`src/rtl/sound_event_ctrl.sv`:
```
// sound_event_ctrl
// Takes N_EVT one-cycle game-event strobes, picks the highest-priority one
// (index 0 first), and plays a square wave with that event's pitch and
// duration. A rising edge on the mute button toggles between muted and
// unmuted. A higher- or equal-priority event restarts a running tone.
//
// Interface timing: evt, tick and mute_btn are plain per-cycle levels that
// are sampled on every rising clk. There is no back-pressure. Events that are
// not accepted on the cycle they are presented are lost.
module sound_event_ctrl #(
    parameter int N_EVT = 4,
    parameter int DIV_W = 16,
    parameter int DUR_W = 12,
    localparam int ID_W = (N_EVT > 1) ? $clog2(N_EVT) : 1
) (
    input  logic                   clk,
    input  logic                   rst,
    input  logic [N_EVT-1:0]       evt,
    input  logic [N_EVT*DIV_W-1:0] evt_div,
    input  logic [N_EVT*DUR_W-1:0] evt_dur,
    input  logic                   tick,
    input  logic                   mute_btn,
    output logic                   tone_o,
    output logic                   playing,
    output logic [ID_W-1:0]        active_id,
    output logic                   muted
);

    typedef enum logic [1:0] {
        IDLE  = 2'd0,
        PLAY  = 2'd1,
        MUTED = 2'd2
    } state_t;

    state_t            state, state_n;
    logic              btn_q;
    logic              btn_rise;
    logic [DIV_W-1:0]  div_r, div_r_n;
    logic [DIV_W-1:0]  div_cnt, div_cnt_n;
    logic [DUR_W-1:0]  dur_cnt, dur_cnt_n;
    logic              tone_r, tone_n;
    logic [ID_W-1:0]   id_r, id_n;

    logic [ID_W-1:0]   win;
    logic              win_any;
    logic [DIV_W-1:0]  win_div;
    logic [DIV_W-1:0]  win_div_eff;
    logic [DUR_W-1:0]  win_dur;
    logic              accept;
    logic              expiring;
    logic              do_start;

    assign btn_rise = mute_btn & ~btn_q;

    // Fixed-priority pick: the lowest set index wins. Only that winner is considered;
    // a zero-duration winner means nothing is accepted this cycle.
    always_comb begin
        win     = '0;
        win_any = 1'b0;
        for (int i = N_EVT - 1; i >= 0; i--) begin
            if (evt[i]) begin
                win     = ID_W'(i);
                win_any = 1'b1;
            end
        end
        win_div     = evt_div[int'(win) * DIV_W +: DIV_W];
        win_dur     = evt_dur[int'(win) * DUR_W +: DUR_W];
        win_div_eff = (win_div == '0) ? DIV_W'(1) : win_div;
        accept      = win_any && (win_dur != '0);
    end

    // Next-state and datapath update. A mute press beats everything. An event
    // arriving on the expiry edge always takes over, whatever its priority.
    always_comb begin
        state_n   = state;
        div_r_n   = div_r;
        div_cnt_n = div_cnt;
        dur_cnt_n = dur_cnt;
        tone_n    = tone_r;
        id_n      = id_r;

        expiring = (state == PLAY) && tick && (dur_cnt == DUR_W'(1));
        do_start = 1'b0;
        if (!btn_rise && accept) begin
            if (state == IDLE) begin
                do_start = 1'b1;
            end else if (state == PLAY && (win <= id_r || expiring)) begin
                do_start = 1'b1;
            end
        end

        case (state)
            IDLE: begin
                tone_n = 1'b0;
                if (btn_rise) begin
                    state_n = MUTED;
                end
            end
            PLAY: begin
                if (btn_rise) begin
                    state_n   = MUTED;
                    tone_n    = 1'b0;
                    div_cnt_n = '0;
                    dur_cnt_n = '0;
                end else if (expiring) begin
                    state_n   = IDLE;
                    tone_n    = 1'b0;
                    div_cnt_n = '0;
                    dur_cnt_n = '0;
                end else begin
                    if (div_cnt == '0) begin
                        tone_n    = ~tone_r;
                        div_cnt_n = div_r - DIV_W'(1);
                    end else begin
                        div_cnt_n = div_cnt - DIV_W'(1);
                    end
                    if (tick && dur_cnt != '0) begin
                        dur_cnt_n = dur_cnt - DUR_W'(1);
                    end
                end
            end
            MUTED: begin
                tone_n = 1'b0;
                if (btn_rise) begin
                    state_n = IDLE;
                end
            end
            default: begin
                state_n = IDLE;
                tone_n  = 1'b0;
            end
        endcase

        // A start overrides the per-state update and ignores tick on this edge.
        if (do_start) begin
            state_n   = PLAY;
            div_r_n   = win_div_eff;
            div_cnt_n = win_div_eff - DIV_W'(1);
            dur_cnt_n = win_dur;
            tone_n    = 1'b0;
            id_n      = win;
        end
    end

    // State and datapath registers, cleared asynchronously.
    always_ff @(posedge clk or posedge rst) begin
        if (rst) begin
            state   <= IDLE;
            btn_q   <= 1'b0;
            div_r   <= DIV_W'(1);
            div_cnt <= '0;
            dur_cnt <= '0;
            tone_r  <= 1'b0;
            id_r    <= '0;
        end else begin
            state   <= state_n;
            btn_q   <= mute_btn;
            div_r   <= div_r_n;
            div_cnt <= div_cnt_n;
            dur_cnt <= dur_cnt_n;
            tone_r  <= tone_n;
            id_r    <= id_n;
        end
    end

    assign tone_o    = tone_r;
    assign playing   = (state == PLAY);
    assign muted     = (state == MUTED);
    assign active_id = id_r;

endmodule
```
`config.mk`:
```
export PLATFORM = sky130hd
export DESIGN_NAME = sound_event_ctrl
export DESIGN_NICKNAME = d
export VERILOG_FILES = /design/src/rtl/sound_event_ctrl.sv
export SDC_FILE = /design/constraint.sdc
export NUM_CORES = 1
export LEC_CHECK = 0
export BUFFER_PORTS_ARGS = -buffer_cell sky130_fd_sc_hd__buf_2
export CAP_MARGIN = 20
export CORE_ASPECT_RATIO = 1.4
export CORE_MARGIN = 5
export CORE_UTILIZATION = 45
export DETAILED_ROUTE_END_ITERATION = 7
export GPL_TIMING_DRIVEN = 0
export PLACE_DENSITY = 0.7
export SETUP_SLACK_MARGIN = 0.3
export SYNTH_ARGS = -nofsm -noshare
export SYNTH_HDL_FRONTEND = slang
export SYNTH_SLANG_ARGS = --single-unit
```
`constraint.sdc`:
```
create_clock -name clk -period 9.6 [get_ports clk]
set_clock_uncertainty 0.05 [all_clocks]
set_input_delay 0.48 -clock clk [delete_from_list [all_inputs] [get_ports clk]]
set_output_delay 0.48 -clock clk [all_outputs]
set_load 0.01 [all_outputs]
```
# Word level (Yosys, flattened, before mapping)
# Cells that the tools add are included.
[op_classes]
order_cmp = 1
reduce_logical = 17
multipliers = 1
muxes = 33
n_bitwise = 3
add_sub_neg = 4
n_eq_ne = 7
shifts = 2
[op_table]
columns = ["operator", "count"]
rows = [
  ["16-bit two-way mux", 6],
  ["64-bit by 7-bit variable part select with 16-bit output", 1],
  ["12-bit two-way mux", 5],
  ["48-bit by 7-bit variable part select with 12-bit output", 1],
  ["16-bit by 1-bit subtractor with 16-bit output, second input constant", 3],
  ["16-bit logical NOT", 2],
  ["12-bit nonzero test", 2],
  ["2-bit two-way mux", 9],
  ["12-bit by 1-bit == test with 1-bit output, second input constant", 1],
  ["1-bit two-way mux", 12],
  ["12-bit by 1-bit subtractor with 12-bit output, second input constant", 1],
  ["1-bit logical AND", 6],
  ["2-bit case mux with 3 select lines", 1],
  ["5-bit by 1-bit inequality test with 1-bit output, second input constant", 1],
  ["2-bit by 2-bit multiplier with 4-bit output, second input constant", 1],
  ["4-bit by 1-bit inequality test with 1-bit output, second input constant", 1],
  ["4-bit nonzero test", 1],
  ["3-bit by 1-bit inequality test with 1-bit output, second input constant", 1],
  ["3-bit inequality test, second input constant", 1],
  ["3-bit AND reduction", 1],
  ["2-bit by 1-bit == test with 1-bit output, second input constant", 1],
  ["2-bit == test, second input constant", 1],
  ["2-bit <= comparator", 1],
  ["2-bit logical NOT", 1],
  ["other kinds (6)", 7],
]
[totals]
word_cells = 75
output_inout_bits = 5
register_bits = 50

# Logic depth before layout (Yosys ltp)
[depth]
depth_word = 12
mapped_depth = 14
mapped_depth_nobuf = 12

# Least setup slack after synthesis
# No wires, ideal clock.
[synth_timing]
kind = "input-to-reg"
from = "input evt[0]"
to = "register div_cnt[8]"
t_arrival_ps = 3421
slack_ps = 6010
setup_ps = 119
required_ps = 9431
cell_stages = 11
path_buffers = 1
cell_sequence = "buf_2 -> or2_2 -> nor2_1 -> mux4_2 -> or4b_4 -> o41a_1 -> ha_1 -> nand3_1 -> nor2_1 -> xnor2_1 -> o21a_1"
[synth_between]
elab_chain_cells = 8
[synth_lines]
columns = ["element", "line_no", "text"]
rows = [
  ["start: declaration", "18", "input logic [N_EVT-1:0] evt,"],
  ["2-bit two-way mux *", "61", "if (evt[i]) begin"],
  ["named net win[1]", "44", "logic [ID_W-1:0] win;"],
  ["2-bit by 2-bit multiplier with 4-bit output / 2-bit <= comparator (equally long branches)", "67, 87", ""],
  ["48-bit by 7-bit variable part select with 12-bit output / 1-bit logical OR (equally long branches)", "67, 87", ""],
  ["12-bit nonzero test / 1-bit logical AND (equally long branches)", "69, 87", ""],
  ["1-bit logical AND / 1-bit two-way mux (equally long branches)", "69, 87", ""],
  ["1-bit logical AND / 1-bit two-way mux (equally long branches)", "84, 85", ""],
  ["1-bit two-way mux", "84", "if (!btn_rise && accept) begin"],
  ["16-bit two-way mux / 2-bit nonzero test (equally long branches)", "n/a", ""],
  ["end signal: assignment", "159", "div_cnt <= div_cnt_n;"],
  ["end: declaration", "39", "logic [DIV_W-1:0] div_cnt, div_cnt_n;"],
]
# The timed path passes the listed nets; every way through them passes the cells marked *.
# A chain may end at the register's enable or synchronous reset.

# Final worst setup path
[layout_timing]
from = "register div_cnt[5]"
to = "register div_cnt[14]"
[layout_between]
elab_chain_cells = 6
[layout_lines]
columns = ["element", "line_no", "text"]
rows = [
  ["16-bit by 1-bit subtractor with 16-bit output / 16-bit logical NOT (equally long branches)", "115, 111", ""],
  ["16-bit two-way mux *", "111", "if (div_cnt == '0) begin"],
  ["16-bit two-way mux *", "105", "end else if (expiring) begin"],
  ["16-bit two-way mux *", "100", "if (btn_rise) begin"],
  ["16-bit two-way mux *", "92", "case (state)"],
  ["16-bit two-way mux *", "135", "if (do_start) begin"],
]
# Mark *: on every way between the ends. The rest lies on a longest branch, timed or not. The select of a mux whose other input is x is not followed.

==> flow_summary.ini <==
[grt]
grt_pass1_wl_um = 26900
grt_antenna_before_repair = 0
track_usage_pct = 27.5
gr-total-overflow = 0
grt_pass1_vias = 5336
grt_max_degree = 38

[finish]
antenna_cells = 0
layoutNonFillerInstCount = 858
area_delta_synth_final_pct = 20.9
n_fill_cell = 1017
drive_gt1_share_pct = 26.1
nets = 845

[sta]
final-max-slew-violation-count = 0
tns_ns = 0
hold_violations = 0
worst_slew_pin_slew_ns = 0.873
finalSetupViolations = 0
period_needed_ns = 4.19
rsz0062_at_grt = false
fmax_ghz = 0.239
slew_headroom_pct = 41.8
finalCritPeriodShare_pct = 43.7

[logic_synthesis]
yosys.area.top_type = dfrtp_1
synth_compound_area_share_pct = 34.6
muxShareOfSynthArea_pct = 5.17
synth-simple-area-share_pct = 23.7
avgSynthCellArea_sq_um = 7.95
syn_area_sq_um = 4670
synth.area.top_cells = dfrtp_1 26%, o21ai_0 5.8%, a21oi_1 5.7%
synth_top_area_share_pct = 26.2
synth_edf_count = 0
synth-async-reset-ratio_pct = 100
synth.distinct_cells = 80
ys_warn_count = 0
synth_ff_type = dfrtp_1
synth_most_common_cell = nand2_1
ys_seq_elements = 50
synth-xor-area-share_pct = 1.87
syn-num-nets = 714
postSynthCellCount = 588
synth_top_family_by_area = compound AO/OA/AOI/OAI gates
synth_fa_ha_area_share_pct = 1.61
yosysSeqAreaShare_pct = 26.8
synth_commonest_cells = 60 x nand2_1, 54 x o21ai_0, 53 x a21oi_1

[floorplanning]
dieWidth_um = 96.1
start_util_pct = 45.4
pin_count = 125
die_y_um = 131
fp-row-count = 44
die_area_sq_um = 12600
core_area_sq_um = 10300

[placed_design]
dpl.cell_count = 850
io_buffers = 123
dp_hpwl_um = 13600
place.gp.congestion = 0.950

[clocking]
post_cts_buffers = 0
cts_buffers = 5
clk-insertion-delay-late_ns = 0.30
cts_tree = yes
clock_path_buffers = 2
holdBufCountCts = 0
cts-root-buf = clkbuf_16
htree_levels = 2
cts_resized = 0
clk_pin_slew_ns = 0.07
cts_sinks = 50

[critical_path]
cp_max_fo = 10
startpoint = div_cnt[5]
critPathKind = reg -> reg
crit_path_end_kind = flip-flop
crit_path_start_kind = flip-flop
reg2reg_from = div_cnt[5]
arrival_ns = 4.31
crit_required_ns = 9.72
r2r_cells = 13

[power]
power_density_nw_per_um2 = 222
vdd.ir_drop.worst_mv = 0.0796
fin_total_pwr_mw = 1.25
power_leakage_nw = 2.35

[status]
status = complete, no violations

[route]
drtPass1Iterations = 5
drt_iter0_markers = 351
routed_via_density = 6.31
ant_nets = 0
via_count = 5410
wl_um = 16900
drc = 0
wl_per_cell_um = 19.7

[worst_hold_path]
hold_class = in -> async

[job]
max_cap_viol_count = 0
## critical path, stage by stage, from the launching register on
cell	delay (ns)
dfrtp_1	0.43
or3_1	0.15
clkbuf_1	0.20
nor2_1	0.20
clkbuf_1	0.32
a21oi_1	0.32
ha_1	0.25
or3b_2	0.51
or3_1	0.36
a311o_1	0.41
nor4_1	0.41
o21ai_0	0.15
a22oi_1	0.21
mux2i_1	0.10
## cells in the final DEF, fill, tap and decap left out, drive strengths merged, types with 9 or more instances in the layout
cell type | Yosys | routed
mux2i | 14 | 14
o221ai | 15 | 15
nor4 | 13 | 13
nor3 | 15 | 15
inv | 20 | 20
nor3b | 13 | 13
a21oi | 53 | 53
buf | 23 | 147
nor2b | 9 | 9
o22ai | 14 | 14
or3 | 10 | 10
clkbuf | 15 | 21
dfrtp | 49 | 49
nand2 | 60 | 60
nor2 | 39 | 39
o21ai | 57 | 57
or4 | 12 | 12
## report_power, final
part	total [mW]	internal (mW)	switching (mW)	leakage, nW
Sequential	0.441	0.314	0.126	0.594
Clock	0.208	0.124	0.0843	0.0810
Combinational	0.604	0.249	0.354	1.67
## routing by layer
layer,vias to the layer above,share of wire (%),track usage [%]
met5,-,0,0
met4,0,4.2,12.8
met3,51,7.0,2.69
met2,268,49,46.3
met1,2553,40,35.1
li1,2538,-,-
## logic make-up after synthesis
| kind of cell | after synthesis |
|---|---|
| simple gates | 208 |
| fa+ha+maj | 6 |
| mux | 21 |
| compound gates | 232 |
| buf+inv | 61 |
| xor+xnor | 10 |
| flops | 50 |
## state kept, by name, summed over array words and instances (netlist names)
signal,count
div_cnt,16
div_r,16
dur_cnt,12
active_id,2
state,2
btn_q,1
tone_o,1
## area by class of cell
class | count | area [sq um] | share of cell area (%)
inverter | 23 | 86.3 | 1.53
clock inverter | 2 | 38.8 | 0.686
clock buffer | 6 | 129 | 2.28
multi-input combinational | 477 | 3130 | 55.4
tap | 138 | 173 | 3.06
timing repair buffer | 124 | 636 | 11.2
sequential | 50 | 1250 | 22.2
buffer | 38 | 206 | 3.65
## through the flow
stage          utilization (%)  instance area [sq um]  hold slack [ns]  setup WS, ns
2_1_floorplan                -                   4670            0.416          6.01
3_3_place_gp              53.1                   5460            0.459          5.56
3_5_place_dp              53.3                   5480            0.418          5.51
4_1_cts                   54.9                   5650           0.0979          5.48
5_1_grt                   54.9                   5650            0.111          5.13
6_report                  54.9                   5650           0.0800          5.41
## path summary, 6_finish.rpt
check | to | slack, ns
worst max-delay path | div_cnt[14] | 5.41
worst min-delay path | div_cnt[4] | 0.08
worst max register to register | div_cnt[14] | 5.41
worst min register to register | tone_o | 0.50
max in group asynchronous | div_r[0] | 8.87
min in group clk | btn_q | 0.27
(Power assumes the default switching activity.)
